<file path="src/rtl/adder_pkg.sv">
// Shared types and constants for the sliced add/subtract sequencer.
// Holds the controller state encoding, default datapath sizes and the step-count helper.
package adder_pkg;

  typedef enum logic [1:0] {
    IDLE = 2'd0,
    RUN  = 2'd1,
    DONE = 2'd2
  } state_e;

  localparam int DEFAULT_WIDTH = 32;
  localparam int DEFAULT_SLICE = 8;

  function automatic int calc_steps(input int width, input int slice);
    return width / slice;
  endfunction

endpackage

</file>
<file path="src/rtl/cla_slice.sv">
// SLICE-bit carry-look-ahead adder built from per-bit generate/propagate cells.
// Also exposes the carry into its top bit so the caller can derive signed overflow.
module cla_slice
  import adder_pkg::*;
#(
  parameter int SLICE = DEFAULT_SLICE
) (
  input  logic [SLICE-1:0] a,
  input  logic [SLICE-1:0] b,
  input  logic             c_in,
  output logic [SLICE-1:0] s,
  output logic             c_out,
  output logic             c_msb
);

  logic [SLICE-1:0] g;
  logic [SLICE-1:0] p;
  logic [SLICE:0]   c;
  logic             acc;

  assign g = a & b;
  assign p = a ^ b;

  // Each carry is expanded independently from c_in so no carry waits on its neighbour.
  always_comb begin
    c   = '0;
    acc = 1'b0;
    c[0] = c_in;
    for (int i = 0; i < SLICE; i++) begin
      acc = c_in;
      for (int j = 0; j <= i; j++) begin
        acc = g[j] | (p[j] & acc);
      end
      c[i+1] = acc;
    end
  end

  assign s     = p ^ c[SLICE-1:0];
  assign c_out = c[SLICE];
  assign c_msb = c[SLICE-1];

endmodule

</file>
<file path="src/rtl/adder_sequencer.sv">
// Multi-cycle WIDTH-bit add/subtract that steps one narrow CLA slice across the operands,
// LSB slice first, with a registered carry between steps and valid/ready on both sides.
module adder_sequencer
  import adder_pkg::*;
#(
  parameter int WIDTH = DEFAULT_WIDTH,
  parameter int SLICE = DEFAULT_SLICE
) (
  input  logic             clk,
  input  logic             reset_n,
  input  logic             in_valid,
  output logic             in_ready,
  input  logic [WIDTH-1:0] a,
  input  logic [WIDTH-1:0] b,
  input  logic             sub,
  output logic             out_valid,
  input  logic             out_ready,
  output logic [WIDTH-1:0] sum,
  output logic             cout,
  output logic             ovf,
  output logic             busy
);

  localparam int STEPS  = calc_steps(WIDTH, SLICE);
  localparam int STEP_W = (STEPS > 1) ? $clog2(STEPS) : 1;

  state_e             state_q, state_d;
  logic [WIDTH-1:0]   a_q, a_d;
  logic [WIDTH-1:0]   b_q, b_d;
  logic [WIDTH-1:0]   sum_q, sum_d;
  logic               carry_q, carry_d;
  logic [STEP_W-1:0]  step_q, step_d;
  logic               cout_q, cout_d;
  logic               ovf_q, ovf_d;

  logic [SLICE-1:0]   slice_s;
  logic               slice_cout;
  logic               slice_cmsb;
  logic               last_step;

  cla_slice #(
    .SLICE (SLICE)
  ) u_slice (
    .a     (a_q[SLICE-1:0]),
    .b     (b_q[SLICE-1:0]),
    .c_in  (carry_q),
    .s     (slice_s),
    .c_out (slice_cout),
    .c_msb (slice_cmsb)
  );

  assign last_step = (step_q == STEP_W'(STEPS - 1));

  // Subtraction is folded in at accept time: B is inverted and the carry seeded with 1.
  always_comb begin
    state_d = state_q;
    a_d     = a_q;
    b_d     = b_q;
    sum_d   = sum_q;
    carry_d = carry_q;
    step_d  = step_q;
    cout_d  = cout_q;
    ovf_d   = ovf_q;
    case (state_q)
      IDLE: begin
        if (in_valid) begin
          state_d = RUN;
          a_d     = a;
          b_d     = b ^ {WIDTH{sub}};
          carry_d = sub;
          step_d  = '0;
        end
      end
      RUN: begin
        a_d     = a_q >> SLICE;
        b_d     = b_q >> SLICE;
        sum_d   = (sum_q >> SLICE) | (WIDTH'(slice_s) << (WIDTH - SLICE));
        carry_d = slice_cout;
        step_d  = step_q + STEP_W'(1);
        if (last_step) begin
          state_d = DONE;
          step_d  = '0;
          cout_d  = slice_cout;
          ovf_d   = slice_cmsb ^ slice_cout;
        end
      end
      DONE: begin
        if (out_ready) begin
          state_d = IDLE;
        end
      end
      default: state_d = IDLE;
    endcase
  end

  always_ff @(posedge clk or negedge reset_n) begin
    if (!reset_n) begin
      state_q <= IDLE;
      a_q     <= '0;
      b_q     <= '0;
      sum_q   <= '0;
      carry_q <= 1'b0;
      step_q  <= '0;
      cout_q  <= 1'b0;
      ovf_q   <= 1'b0;
    end else begin
      state_q <= state_d;
      a_q     <= a_d;
      b_q     <= b_d;
      sum_q   <= sum_d;
      carry_q <= carry_d;
      step_q  <= step_d;
      cout_q  <= cout_d;
      ovf_q   <= ovf_d;
    end
  end

  // Handshake outputs decode the registered state only.
  assign in_ready  = (state_q == IDLE);
  assign out_valid = (state_q == DONE);
  assign busy      = (state_q == RUN) || (state_q == DONE);
  assign sum       = sum_q;
  assign cout      = cout_q;
  assign ovf       = ovf_q;

endmodule

</file>
<file path="config.mk">
export PLATFORM = sky130hd
export DESIGN_NAME = adder_sequencer
export DESIGN_NICKNAME = d
export VERILOG_FILES = /design/src/rtl/adder_pkg.sv /design/src/rtl/cla_slice.sv /design/src/rtl/adder_sequencer.sv
export SDC_FILE = /design/constraint.sdc
export NUM_CORES = 1
export LEC_CHECK = 0
export CAP_MARGIN = 20
export CORE_MARGIN = 3
export CORE_UTILIZATION = 51
export DETAILED_ROUTE_END_ITERATION = 7
export PLACE_DENSITY = 0.89
export SETUP_SLACK_MARGIN = 0.02
export SLEW_MARGIN = 20
export SYNTH_ARGS = -nofsm -noshare
export SYNTH_HDL_FRONTEND = slang
export SYNTH_SLANG_ARGS = --single-unit
</file>
<file path="constraint.sdc">
create_clock -name clk -period 4.41 [get_ports clk]
set_input_delay 0.6615 -clock clk [delete_from_list [all_inputs] [get_ports clk]]
set_output_delay 0.6615 -clock clk [all_outputs]
set_load 0.01 [all_outputs]
</file>
==> results of run 1 <==
-- power breakdown --
part | switching, mW | internal [mW] | leakage [nW]
combinational | 1.13 | 1.12 | 1.36
sequential | 0.284 | 1.41 | 1.28
clock | 0.336 | 0.269 | 0.0975
-- cell usage in the layout, fill, tap and decap left out, drive strengths merged, types with 9 or more instances in the layout --
cell	synthesis	final
dfrtp	103	103
clkdlybuf4s50	0	103
nand2	79	79
o21ai	62	62
mux2i	49	49
mux2	31	31
xor2	25	25
inv	10	11
clkbuf	6	9
-- cell type report --
type	count	area, um2
clock buffer	9	124
timing repair buffer	108	1070
fill	738	3110
multi-input combinational	282	2120
tap	129	161
sequential	103	2580
inverter	10	37.5
clock inverter	7	82.6
-- worst reg2reg max path: stages, from the launching register on --
cell and delay [ns]:
dfrtp_1 0.40, inv_1 0.09, fa_1 0.19, inv_1 0.05, fa_1 0.38, fa_1 0.40
fa_1 0.39, fa_1 0.38, fa_1 0.39, fa_1 0.40, inv_1 0.08, fa_1 0.40
o21ai_0 0.16
-- cell families (layout without fill, tap and decap cells) --
logic type / Yosys count / count (layout) / share of synthesized area
simple gates: 82 / 82 / 0.0638
mux: 80 / 80 / 0.174
flops: 103 / 103 / 0.526
xor+xnor: 33 / 33 / 0.0589
compound gates: 75 / 75 / 0.0898
buf+inv: 40 / 134 / 0.0452
fa+ha+maj: 12 / 12 / 0.0429
-- sequential cells by signal, summed over array words and instances, names as in the netlist --
signal,flops
a_q,32
b_q,32
sum,32
state_q,2
step_q,2
carry_q,1
cout,1
ovf,1
-- path summary, 6_finish.rpt --
check                             end
max in group asynchronous  state_q[1]
setup reg to reg              sum[31]
hold reg to reg               b_q[23]
min in group clk              b_q[23]
setup / recovery              sum[31]
hold / removal                sum[11]
-- through the flow --
stage          area, um2  setup WS [ns]  power [mW]  hold slack, ns
3_3_place_gp        5960          0.740        3.84           0.461
2_1_floorplan       4900          0.829        3.28           0.366
5_1_grt             6170          0.410        4.92           0.471
4_1_cts             6170          0.607        4.60           0.430
3_5_place_dp        5960          0.629        3.99           0.466
6_report            6170          0.625        4.55           0.395
-- cells in the mapped netlist (all sizes together) --
cell / number / area share
ha: 4 / 0.010
nand2: 79 / 0.060
nand2b: 2 / 0.0026
clkbuf: 6 / 0.0054
inv: 10 / 0.0077
o211ai: 1 / 0.0015
o31ai: 8 / 0.018
xor2: 25 / 0.045
fa: 8 / 0.033
a31oi: 2 / 0.0026
mux2: 31 / 0.071
xnor2: 8 / 0.014
a32o: 2 / 0.0041
buf: 24 / 0.032
o21ai: 62 / 0.063
dfrtp: 103 / 0.53
nor2: 1 / 0.00076
mux2i: 49 / 0.10
-- routing by layer --
metal,up-vias,GRT usage,part of all wire
met1,1586,0.241,0.44
met2,92,0.305,0.50
met3,17,0.0310,0.039
li1,1603,-,-
met5,-,0,0
met4,0,0.0750,0.021
==> impl_metrics.json, run 1 <==
{
  "status": "finished clean",
  "grt_pass1_vias": 3335,
  "vias": 3298,
  "ioPinCount": 106,
  "cp_slowest_cell": "dfrtp_1",
  "gp_congestion": 0.760,
  "fin_util": 0.665,
  "worst_pin_slew_ns": 0.932,
  "dpl.hpwl_um": 6920,
  "cts_setup_buffers": 0,
  "cts-hold-fix-buffers": 0,
  "synth_cell_type_count": 24,
  "row_count": 35,
  "max-slew-margin-rel": 0.379,
  "via_per_inst": 5.09,
  "r2r_setup_slack_ns": 0.62,
  "power_density_nw_per_um2": 738,
  "cts.repair.resized": 0,
  "cts_made_buffers": 9,
  "drt_pass1_iterations": 4,
  "rsz0062_at_grt": "false",
  "cp_top_family": "adder cells",
  "h-tree-depth": 3,
  "synth-seq-area-share": 0.526,
  "antenna_found_initial": 0,
  "grt_pass1_wl_um": 16100,
  "insertion_delay_ns": 0.37,
  "holdCritPathClass": "input port to asynchronous set/reset pin",
  "die_h_um": 104,
  "stdcell_count": 648,
  "synth.cell_area_um2": 4900,
  "initial_utilization": 0.528,
  "cp_cell_sequence": "inv_1, fa_1, inv_1, fa_1, fa_1, fa_1, fa_1, fa_1, fa_1, inv_1, fa_1, o21ai_0",
  "reg2reg_depth": 12,
  "cts_tree": "yes",
  "antenna_left": 0,
  "p_leak_nw": 2.73,
  "grt_usage": 0.184,
  "cpMostUsedCell": "fa_1",
  "path_depth": 12,
  "cts-root-buf": "clkbuf_8",
  "io_buffers": 105,
  "post_drt_wl_per_cell_um": 14.9,
  "final_nets": 595,
  "synth-seq-cells": 103,
  "dieArea_um2": 10800,
  "antenna_cells": 0,
  "grt_overflow": 0,
  "clockBufferDepth": 2,
  "cp.arrival_ns": 4.07,
  "grt_max_degree": 133,
  "core_um2": 9280,
  "area_delta_synth_final_pct": 25.8,
  "worst_setup_path_end_kind": "flip-flop",
  "drc": 0,
  "path_clk_slew_ns": 0.10,
  "clock_sink_count": 103,
  "cap_violations": 0,
  "peakVddDrop_uv": 909,
  "crit_start": "a_q[0]",
  "drt-total-wl_um": 9670,
  "worst_path_largest_cell_delay_ns": 0.40,
  "fin_crit_sh": 0.858,
  "drt_iter0_drc": 165,
  "ys_warn_count": 0,
  "avgSynthCellArea_um2": 11.5,
  "synth_cells": 425,
  "synth_fp_nets": 506,
  "worstPathMaxFanout": 2,
  "drv_slew": 0,
  "hold_viol_final": 0,
  "post-place-cells": 632,
  "period_minus_slack_ns": 3.79,
  "setup_viol": 0,
  "required_ns": 4.69,
  "fmax_mhz": 264,
  "finClkSkew_ns": 0.0117,
  "r2r-start": "a_q[0]",
  "criticalPathCategory": "flip-flop to flip-flop",
  "critPathBufInv": 3,
  "die_x_um": 104,
  "startpoint_type": "flip-flop",
  "fin_setup_tns_ns": 0,
  "layout-drive-gt1-share": 0.118
}
Note: power is estimated with default switching activity, not from simulation.
==> run 2: changes to the inputs <==
--- a/config.mk
+++ b/config.mk
@@ -5,7 +5,7 @@
 export SDC_FILE = /design/constraint.sdc
 export NUM_CORES = 1
 export LEC_CHECK = 0
-export CAP_MARGIN = 20
+export CAP_MARGIN = 15
 export CORE_MARGIN = 3
 export CORE_UTILIZATION = 51
 export DETAILED_ROUTE_END_ITERATION = 7
==> results of run 2 <==
No change in the layout: final DEF, timing and power equal those of run 1.
==> run 3: changes to the inputs <==
--- a/config.mk
+++ b/config.mk
@@ -6,10 +6,13 @@
 export NUM_CORES = 1
 export LEC_CHECK = 0
 export CAP_MARGIN = 15
+export CORE_ASPECT_RATIO = 0.75
 export CORE_MARGIN = 3
 export CORE_UTILIZATION = 51
+export CTS_CLUSTER_DIAMETER = 150
 export DETAILED_ROUTE_END_ITERATION = 7
 export PLACE_DENSITY = 0.89
+export RECOVER_POWER = 100
 export SETUP_SLACK_MARGIN = 0.02
 export SLEW_MARGIN = 20
 export SYNTH_ARGS = -nofsm -noshare
==> run 3 against run 2 <==
- the flow now finishes with violations (max-capacitance violations, max-slew violations)
- final area is 0.99% higher
- count of clock-buffer cells in the layout is 1 higher
- critical path depth is 2 higher
- critical endpoint is now carry_q
- via count is 0.79% higher
- power is 3.1% higher
- sequential power hardly changed
- combinational power is 2% lower
- largest power group unchanged
- die area is 0.11% higher
- flip-flop and latch count stayed put
- sequential share of layout area is 0.41 points lower
- first-iteration DRC count is 39% higher
==> impl_metrics.json, run 3 (synthesis results as in run 1) <==
{
  "status": "finished with violations",
  "violations": "max-capacitance violations, max-slew violations",
  "grt_usage": 0.188,
  "post-place-cells": 631,
  "final_nets": 595,
  "required_ns": 4.53,
  "startpoint_type": "flip-flop",
  "io_buffers": 105,
  "cts_tree": "yes",
  "rsz0062_at_grt": "false",
  "cts_made_buffers": 9,
  "hold_viol_final": 0,
  "die_x_um": 119,
  "worstPathMaxFanout": 3,
  "placed_area_um2": 5960,
  "vias": 3324,
  "cpMostUsedCell": "fa_1",
  "layout-drive-gt1-share": 0.110,
  "core_um2": 9200,
  "period_minus_slack_ns": 3.98,
  "drc": 0,
  "finClkSkew_ns": 0.00568,
  "cts-root-buf": "clkbuf_16",
  "cap_violations": 3,
  "via_per_inst": 5.14,
  "drt_pass1_iterations": 4,
  "insertion_delay_ns": 0.34,
  "max-slew-margin-rel": -0.314,
  "initial_utilization": 0.533,
  "dieArea_um2": 10800,
  "die_h_um": 90.9,
  "critPathBufInv": 3,
  "cp_top_family": "adder cells",
  "fin_crit_sh": 0.903,
  "grt_max_degree": 133,
  "worst_path_largest_cell_delay_ns": 0.43,
  "r2r_setup_slack_ns": 0.43,
  "antenna_found_initial": 0,
  "stdcell_count": 647,
  "worst_pin_slew_ns": 1.97,
  "cp.arrival_ns": 4.10,
  "power_density_nw_per_um2": 754,
  "final_common_cell": "dfrtp_1",
  "setup_slack_ns": 0.427,
  "drv_slew": 251,
  "antenna_left": 0,
  "area_delta_synth_final_pct": 27.1,
  "postLayoutCellArea_um2": 6230,
  "drt-total-wl_um": 9670,
  "row_count": 30,
  "cts_setup_buffers": 0,
  "peakVddDrop_uv": 313,
  "setup_viol": 0,
  "h-tree-depth": 3,
  "path_clk_slew_ns": 0.06,
  "cts.repair.resized": 0,
  "post-place-ws_ns": 0.600,
  "criticalPathCategory": "flip-flop to flip-flop",
  "grt_pass1_vias": 3364,
  "final_cell_mix": "dfrtp_1 (103), nand2_1 (79), clkdlybuf4s50_1 (66), o21ai_0 (61), mux2i_1 (48)",
  "drt_iter0_drc": 230,
  "holdCritPathClass": "flip-flop to flip-flop",
  "gp_congestion": 0.748,
  "cts-hold-fix-buffers": 0,
  "whs_ns": 0.481,
  "ioPinCount": 106,
  "clock_sink_count": 103,
  "dpl.hpwl_um": 6740,
  "post_drt_wl_per_cell_um": 15.0,
  "clockBufferDepth": 2,
  "worst_setup_path_end_kind": "flip-flop",
  "fmax_mhz": 251,
  "cp_cell_sequence": "inv_1, fa_1, inv_1, fa_1, fa_1, fa_1, fa_1, fa_1, fa_1, inv_1, fa_1, nand2_1, o21ai_0, o21ai_0",
  "fin_setup_tns_ns": 0,
  "cp_slowest_cell": "fa_1",
  "p_leak_nw": 2.80,
  "antenna_cells": 0,
  "grt_overflow": 0,
  "grt_pass1_wl_um": 16400
}
-- run 3: layout make-up --
cell class                      instances  area (um2)
Fill cell                             703        2970
Sequential cell                       103        2580
Multi-Input combinational cell        282        2090
Timing Repair Buffer                  108        1050
Clock buffer                           10         239
Tap cell                              128         160
Clock inverter                          6        67.6
Inverter                               10        37.5
-- run 3: worst register-to-register path, delay by kind of cell, from the launching register on --
| kind | cells | cell delay [ns] |
|---|---|---|
| buffers and inverters | 3 | 0.23 |
| AOI/OAI and AO/OA | 2 | 0.28 |
| and+or+nand+nor | 1 | 0.06 |
| adders and majority gates | 8 | 2.81 |
| DFF | 1 | 0.39 |
-- run 3: metal layers --
| layer | GRT usage | share of wire | up-vias |
|---|---|---|---|
| met1 | 0.255 | 0.45 | 1595 |
| met5 | 0 | 0 | - |
| met3 | 0.0470 | 0.059 | 12 |
| met4 | 0.0473 | 0.013 | 0 |
| li1 | - | - | 1619 |
| met2 | 0.304 | 0.47 | 98 |
-- run 3: per-stage QoR --
step,power [mW],utilization
floorplan,3.28,-
global placement,3.86,0.648
detailed placement,3.99,0.648
CTS,4.82,0.681
global route,5.07,0.678
finish,4.70,0.678
-- run 3: power by group --
part | internal, mW | leakage [nW] | switching [mW] | total (mW)
clock network | 0.458 | 0.145 | 0.347 | 0.805
logic | 1.07 | 1.37 | 1.13 | 2.20
registers | 1.42 | 1.28 | 0.277 | 1.70
total | 2.94 | 2.80 | 1.75 | 4.70
-- run 3: worst paths after layout --
check / startpoint / endpoint / cells after the start
setup / recovery: a_q[0] / carry_q / 14
hold / removal: b_q[11] / b_q[11] / 2
setup reg to reg: a_q[0] / carry_q / 14
hold reg to reg: b_q[11] / b_q[11] / 2
max in group asynchronous: reset_n / a_q[10] / 2
min in group asynchronous: reset_n / sum[0] / 1
